--- config.mk ---
export PLATFORM = sky130hd
export DESIGN_NAME = instruction_loader
export DESIGN_NICKNAME = d
export VERILOG_FILES = /design/src/rtl/iloader_pkg.sv /design/src/rtl/word_assembler.sv /design/src/rtl/instruction_loader.sv
export SDC_FILE = /design/constraint.sdc
export NUM_CORES = 1
export LEC_CHECK = 0
export CORE_UTILIZATION = 65
export CTS_BUF_LIST = sky130_fd_sc_hd__clkbuf_8
export DETAILED_ROUTE_END_ITERATION = 6
export DONT_BUFFER_PORTS = 1
export GPL_TIMING_DRIVEN = 0
export PLACE_DENSITY = 0.81
export SLEW_MARGIN = 20
export SYNTH_ARGS = -nofsm -noshare
export SYNTH_HDL_FRONTEND = slang
export SYNTH_SLANG_ARGS = --single-unit
--- constraint.sdc ---
create_clock -name clk -period 5.2 [get_ports clk]
set_input_delay 0.52 -clock clk [delete_from_list [all_inputs] [get_ports clk]]
set_output_delay 0.52 -clock clk [all_outputs]
set_load 0.02 [all_outputs]
--- src/rtl/iloader_pkg.sv ---
// Shared definitions for the instruction loader: FSM states and
// instruction-memory geometry.
package iloader_pkg;

  typedef enum logic [1:0] {
    S_IDLE  = 2'd0,
    S_LOAD  = 2'd1,
    S_CHECK = 2'd2,
    S_FIN   = 2'd3
  } state_t;

  localparam int unsigned IM_DEPTH   = 32;
  localparam int unsigned WORD_BYTES = 4;
  localparam int unsigned IM_ADDR_W  = 5;

endpackage

--- src/rtl/word_assembler.sv ---
// Collects big-endian bytes into 32-bit words. The first byte of a word
// ends up in [31:24]; word_valid pulses on the cycle the final byte is
// presented, with word already containing that byte.
module word_assembler
  import iloader_pkg::*;
(
  input  logic        clk,
  input  logic        reset,
  input  logic        clear,
  input  logic        byte_en,
  input  logic [7:0]  byte_data,
  output logic [31:0] word,
  output logic        word_valid
);

  localparam int unsigned CNT_W = $clog2(WORD_BYTES);
  localparam int unsigned SH_W  = (WORD_BYTES - 1) * 8;
  localparam logic [CNT_W-1:0] LAST_BYTE = CNT_W'(WORD_BYTES - 1);

  logic [CNT_W-1:0] byte_cnt;
  logic [SH_W-1:0]  shreg;

  // Shift accepted bytes in and count position within the current word.
  always_ff @(posedge clk or posedge reset) begin
    if (reset) begin
      byte_cnt <= '0;
      shreg    <= '0;
    end else if (clear) begin
      byte_cnt <= '0;
      shreg    <= '0;
    end else if (byte_en) begin
      shreg <= {shreg[SH_W-9:0], byte_data};
      if (byte_cnt == LAST_BYTE) begin
        byte_cnt <= '0;
      end else begin
        byte_cnt <= byte_cnt + 1'b1;
      end
    end
  end

  // The final byte bypasses the shift register so the top can register
  // the complete word on the same edge the byte is accepted.
  always_comb begin
    word       = {shreg, byte_data};
    word_valid = byte_en && (byte_cnt == LAST_BYTE);
  end

endmodule

--- src/rtl/instruction_loader.sv ---
// Loads a big-endian byte stream into instruction memory as 32-bit words
// at consecutive word addresses from 0, holding the CPU while busy.
// Optional feature macro: ILOADER_CHECKSUM_EN adds a trailing XOR
// checksum byte checked in a CHECK state.
module instruction_loader
  import iloader_pkg::*;
#(
  parameter int unsigned DEPTH  = IM_DEPTH,
  parameter int unsigned ADDR_W = IM_ADDR_W
) (
  input  logic              clk,
  input  logic              reset,
  input  logic              start,
  input  logic [ADDR_W:0]   word_count,
  input  logic              byte_valid,
  input  logic [7:0]        byte_data,
  output logic              byte_ready,
  output logic              im_we,
  output logic [ADDR_W-1:0] im_waddr,
  output logic [31:0]       im_wdata,
  output logic              cpu_hold,
  output logic              busy,
  output logic              done,
  output logic              err
);

  localparam logic [ADDR_W:0] DEPTH_LIM = (ADDR_W + 1)'(DEPTH);

  state_t          state;
  logic [ADDR_W:0] wc_q;
  logic [ADDR_W:0] waddr_cnt;
  logic            accept;
  logic            asm_en;
  logic            start_ok;
  logic            last_word;
  logic [31:0]     word;
  logic            word_valid;

  // Handshake and load-control decodes.
  always_comb begin
    accept    = byte_valid && byte_ready;
    asm_en    = accept && (state == S_LOAD);
    start_ok  = (state == S_IDLE) && start && (word_count != '0)
                && (word_count <= DEPTH_LIM);
    last_word = (waddr_cnt == (wc_q - 1'b1));
    cpu_hold  = busy;
  end

  word_assembler u_asm (
    .clk        (clk),
    .reset      (reset),
    .clear      (start_ok),
    .byte_en    (asm_en),
    .byte_data  (byte_data),
    .word       (word),
    .word_valid (word_valid)
  );

  // Write register stage: one-cycle im_we per assembled word, address
  // counter advances with each write. The counter is one bit wider than
  // the address so a full-depth load does not alias back to zero.
  always_ff @(posedge clk or posedge reset) begin
    if (reset) begin
      im_we     <= 1'b0;
      im_waddr  <= '0;
      im_wdata  <= '0;
      waddr_cnt <= '0;
    end else begin
      im_we <= 1'b0;
      if (start_ok) begin
        waddr_cnt <= '0;
      end else if (word_valid) begin
        im_we     <= 1'b1;
        im_wdata  <= word;
        im_waddr  <= waddr_cnt[ADDR_W-1:0];
        waddr_cnt <= waddr_cnt + 1'b1;
      end
    end
  end

`ifdef ILOADER_CHECKSUM_EN
  logic [7:0] csum;

  // Running XOR over payload bytes of the current load.
  always_ff @(posedge clk or posedge reset) begin
    if (reset) begin
      csum <= '0;
    end else if (start_ok) begin
      csum <= '0;
    end else if (asm_en) begin
      csum <= csum ^ byte_data;
    end
  end
`endif

  // Load sequencing FSM with registered status outputs.
  always_ff @(posedge clk or posedge reset) begin
    if (reset) begin
      state      <= S_IDLE;
      wc_q       <= '0;
      busy       <= 1'b0;
      byte_ready <= 1'b0;
      done       <= 1'b0;
      err        <= 1'b0;
    end else begin
      done <= 1'b0;
      case (state)
        S_IDLE: begin
          if (start) begin
            if (word_count == '0) begin
              state <= S_FIN;
              busy  <= 1'b1;
              done  <= 1'b1;
              err   <= 1'b0;
            end else if (word_count > DEPTH_LIM) begin
              err <= 1'b1;
            end else begin
              wc_q       <= word_count;
              err        <= 1'b0;
              state      <= S_LOAD;
              busy       <= 1'b1;
              byte_ready <= 1'b1;
            end
          end
        end
        S_LOAD: begin
          if (word_valid && last_word) begin
`ifdef ILOADER_CHECKSUM_EN
            state <= S_CHECK;
`else
            state      <= S_FIN;
            byte_ready <= 1'b0;
            done       <= 1'b1;
`endif
          end
        end
`ifdef ILOADER_CHECKSUM_EN
        S_CHECK: begin
          if (accept) begin
            err        <= (byte_data != csum);
            state      <= S_FIN;
            byte_ready <= 1'b0;
            done       <= 1'b1;
          end
        end
`endif
        S_FIN: begin
          state <= S_IDLE;
          busy  <= 1'b0;
        end
        default: begin
          state      <= S_IDLE;
          busy       <= 1'b0;
          byte_ready <= 1'b0;
        end
      endcase
    end
  end

endmodule

==> results.rst <==
.. list-table::
   :header-rows: 1

   * - Metric
     - Value
   * - Result of the run
     - finished clean
   * - Total congestion overflow
     - 0
   * - Critical path arrival
     - 2470 ps
   * - Setup slack of the worst register-to-register path
     - 2950 ps
   * - Clock tree from TritonCTS
     - yes
   * - Die X
     - 74.33 um
   * - Num CTS Buffers
     - 9
   * - Gp weighted congestion
     - 0.8170
   * - Clock slew at the register clock pins of the worst setup and hold paths
     - 80 ps
   * - Fraction of post-synthesis cell area in the top cell type by area
     - 60.34%
   * - Total Negative Setup Slacks
     - 0 ps
   * - Final Max Tran Viols
     - 0
   * - Wire per inst
     - 15.27 um
   * - Ratio of routed vias to standard cells
     - 5.536
   * - Floorplan die area
     - 0.005525 mm^2
   * - Clock root buffer master
     - clkbuf_8
   * - Worst slack at placement
     - 2776 ps
   * - Layout cell share with drive strength beyond 1
     - 8.355%
   * - Placeable core area
     - 0.004880 mm^2
   * - First-pass GRT wire length
     - 11,210 um
   * - Cell types occupying the most area after synthesis
     - dfrtp_1, nand2_1, a21oi_1
   * - Worst-case hold slack
     - 83.99 ps
   * - Critical Path RT
     - 5420 ps
   * - Total Power Consumption
     - 2.050 mW
   * - IR drop worst, VDD
     - 328.0 uV
   * - Worst path buffer plus inverter count
     - 2
   * - Worst path setup slack after routing
     - 2945 ps
   * - Starting utilization of the core area
     - 69.69%
   * - Post-Route WL
     - 6870 um
   * - Minimum clock period
     - 2255 ps
   * - Maximum Capacitance Violations
     - 0
   * - Mean Syn Cell Area
     - 9.292 um^2
   * - Via count of the routed design
     - 2,491
   * - Final period utilization
     - 43.36%
   * - Row count
     - 25
   * - Number of distinct library cells after synthesis
     - 33
   * - R2R cell count
     - 7
   * - Layout Nets
     - 399
   * - Slew margin rel.
     - 61.06%
   * - RSZ-0062 raised after global routing
     - false
   * - Proportion of synthesized chip area in sequential cells
     - 60.34%
   * - Detailed-router iteration count before antenna repair
     - 4
   * - Most frequent cells in the layout
     - nand2_1, dfrtp_1, a21oi_1
   * - Number of antenna violations at the first check in global routing
     - 0
   * - Antenna-violating nets left
     - 0
   * - Power Density
     - 552.9 mW/mm^2
   * - Commonest non-fill, non-tap cell in the layout
     - nand2_1
   * - Beginning of the worst register-to-register path
     - byte_ready$_DFFE_PP0P_
   * - Total nets after synthesis
     - 387
   * - Clock insertion delay at the later pin of the skew report
     - 350 ps
   * - Sort of element at the start of the critical path
     - flop
   * - Pin count of the biggest net entering global routing
     - 44
   * - Leak pwr
     - 1.889 nW
   * - Post-CTS setup buffers
     - 0
   * - CTS H-tree lvls
     - 3
   * - Max FO, Critical Path
     - 9
   * - Number of instances resized during post-cts repair
     - 0
   * - Slew at the pin with the worst max-slew slack
     - 578.8 ps
   * - Area growth from synthesis to layout
     - 9.051%
   * - Global Route Usage Sum
     - 27.67%
   * - Synth warnings
     - 0
   * - Number of clock sinks seen by CTS
     - 82
   * - I/O Buffers
     - 0
   * - Max Fclk
     - 0.4435 GHz
   * - Clock buffer depth
     - 2
   * - Dominant cell type by area after synthesis
     - dfrtp_1
   * - Die height
     - 74.33 um
   * - Category of the critical setup timing path
     - reg2reg
   * - DRC violations left
     - 0
   * - CP peak stage delay
     - 540 ps
   * - Yosys reg bits
     - 82
   * - Post-synthesis cell area
     - 0.003401 mm^2
   * - Setup crit end kind
     - flop
   * - Final core area utilization
     - 76.00%
   * - Number of global-route vias before repair
     - 2,433
   * - Slowest stage cell on the critical path
     - dfrtp_1
   * - I/O pin count
     - 61
   * - Endpoint of the worst register-to-register path
     - byte_ready$_DFFE_PP0P_
   * - Number of hold violations in the final report
     - 0
   * - Gate count after technology mapping
     - 366
   * - HPWL after detailed placement
     - 4688 um
   * - Initial drt markers
     - 252
   * - Number of fillers in the final layout
     - 345
   * - Number of hold-repair buffers added at the cts stage
     - 0
   * - Cell Chain, Critical Path
     - and4b_1, buf_2, nand2_1, inv_2, nand4_1, nor4_1, o22ai_1
   * - Number of setup violations in the final report
     - 0
   * - Antenna diodes
     - 0
   * - Final clock skew
     - 7.538 ps
   * - Type of the tightest min-delay check
     - in2async
   * - Largest delay share family, worst path
     - simple AND/OR/NAND/NOR gates
## logic make-up (layout without fill, tap and decap cells)
family | after synthesis | count (layout) | share of synthesized area [%]
multiplexers | 4 | 4 | 1.545
XOR/XNOR | 13 | 13 | 3.348
AO/OA/AOI/OAI | 42 | 42 | 6.770
AND/OR/NAND/NOR | 196 | 196 | 22.96
flip-flops | 82 | 82 | 60.34
buffers and inverters | 26 | 43 | 3.937
adder cells (fa/ha/maj) | 3 | 3 | 1.104
## report_power, final
part | total [mW] | leakage, nW | switching, mW | internal (mW)
Sequential | 1.15 | 1.07 | 0.302 | 0.853
Combinational | 0.431 | 0.718 | 0.245 | 0.187
Clock | 0.465 | 0.105 | 0.238 | 0.227
Total | 2.05 | 1.89 | 0.784 | 1.27
## cell type report
cell class | count | area (um^2) | area share (%)
Clock buffer | 9 | 123.9 | 3.340
Tap cell | 67 | 83.83 | 2.260
Multi-Input combinational cell | 258 | 1215 | 32.76
Timing Repair Buffer | 1 | 20.02 | 0.5398
Sequential cell | 82 | 2052 | 55.33
Inverter | 6 | 25.02 | 0.6748
Clock inverter | 7 | 77.57 | 2.092
Buffer | 20 | 111.4 | 3.003
## worst register-to-register path: stages, from the launching register on
cell and delay (ps):
dfrtp_1 540, and4b_1 240, buf_2 210, nand2_1 170, inv_2 170, nand4_1 110
nor4_1 520, o22ai_1 170
## worst max path at each step
| stage | startpoint | end | slack (ps) | cells past startpoint |
|---|---|---|---|---|
| floorplan | reset | busy$_DFFE_PP0P_ | 2570 | 1 |
| global placement | reset | im_wdata[4]$_DFFE_PP0P_ | 1830 | 1 |
| detailed placement | word_count[2] | wc_q[3]$_DFFE_PP0P_ | 2780 | 6 |
| CTS | byte_ready$_DFFE_PP0P_ | byte_ready$_DFFE_PP0P_ | 2950 | 7 |
| global route | byte_ready$_DFFE_PP0P_ | byte_ready$_DFFE_PP0P_ | 2790 | 7 |
| finish | byte_ready$_DFFE_PP0P_ | byte_ready$_DFFE_PP0P_ | 2950 | 7 |
## Yosys cell counts
master    number
nand2_1      171
dfrtp_1       82
a21oi_1       27
clkbuf_1      11
nor2_1        10
o21ai_0        8
xor2_1         8
inv_1          5
xnor2_1        5
buf_6          4
ha_1           3
nand4_1        3
nor3_1         3
buf_1          2
buf_2          2
mux2_2         2
mux2_4         2
nand3_1        2
o21bai_1       2
a221oi_1       1
a31oi_1        1
a41oi_1        1
and3_1         1
and3b_1        1
and4b_1        1
buf_4          1
inv_2          1
nand3b_1       1
nor4_1         1
o21ba_2        1
o22ai_1        1
or3_4          1
or4_1          1
## routing by layer
layer  global-route usage [%]  share of wire, %  wire length, um
met1                    39.79                46             3137
met2                    40.61                45             3072
met3                    5.962               7.4              505
met4                    13.42               2.3              155
met5                        0                 0                0
## per-stage QoR
step / instances / instance area [um^2]
after floorplan: 366 / 3401
after global placement: 433 / 3485
after detailed placement: 434 / 3507
after CTS: 450 / 3709
after global routing: 450 / 3709
final: 450 / 3709
## flip-flops by register name, indices dropped and copies added (netlist names)
signal	cells
im_we	1
u_asm.shreg	24
wc_q	6
u_asm.byte_cnt	2
state	2
im_wdata	32
im_waddr	5
byte_ready	1
done	1
busy	1
waddr_cnt	6
err	1
Power figures use the tool's default switching activity.
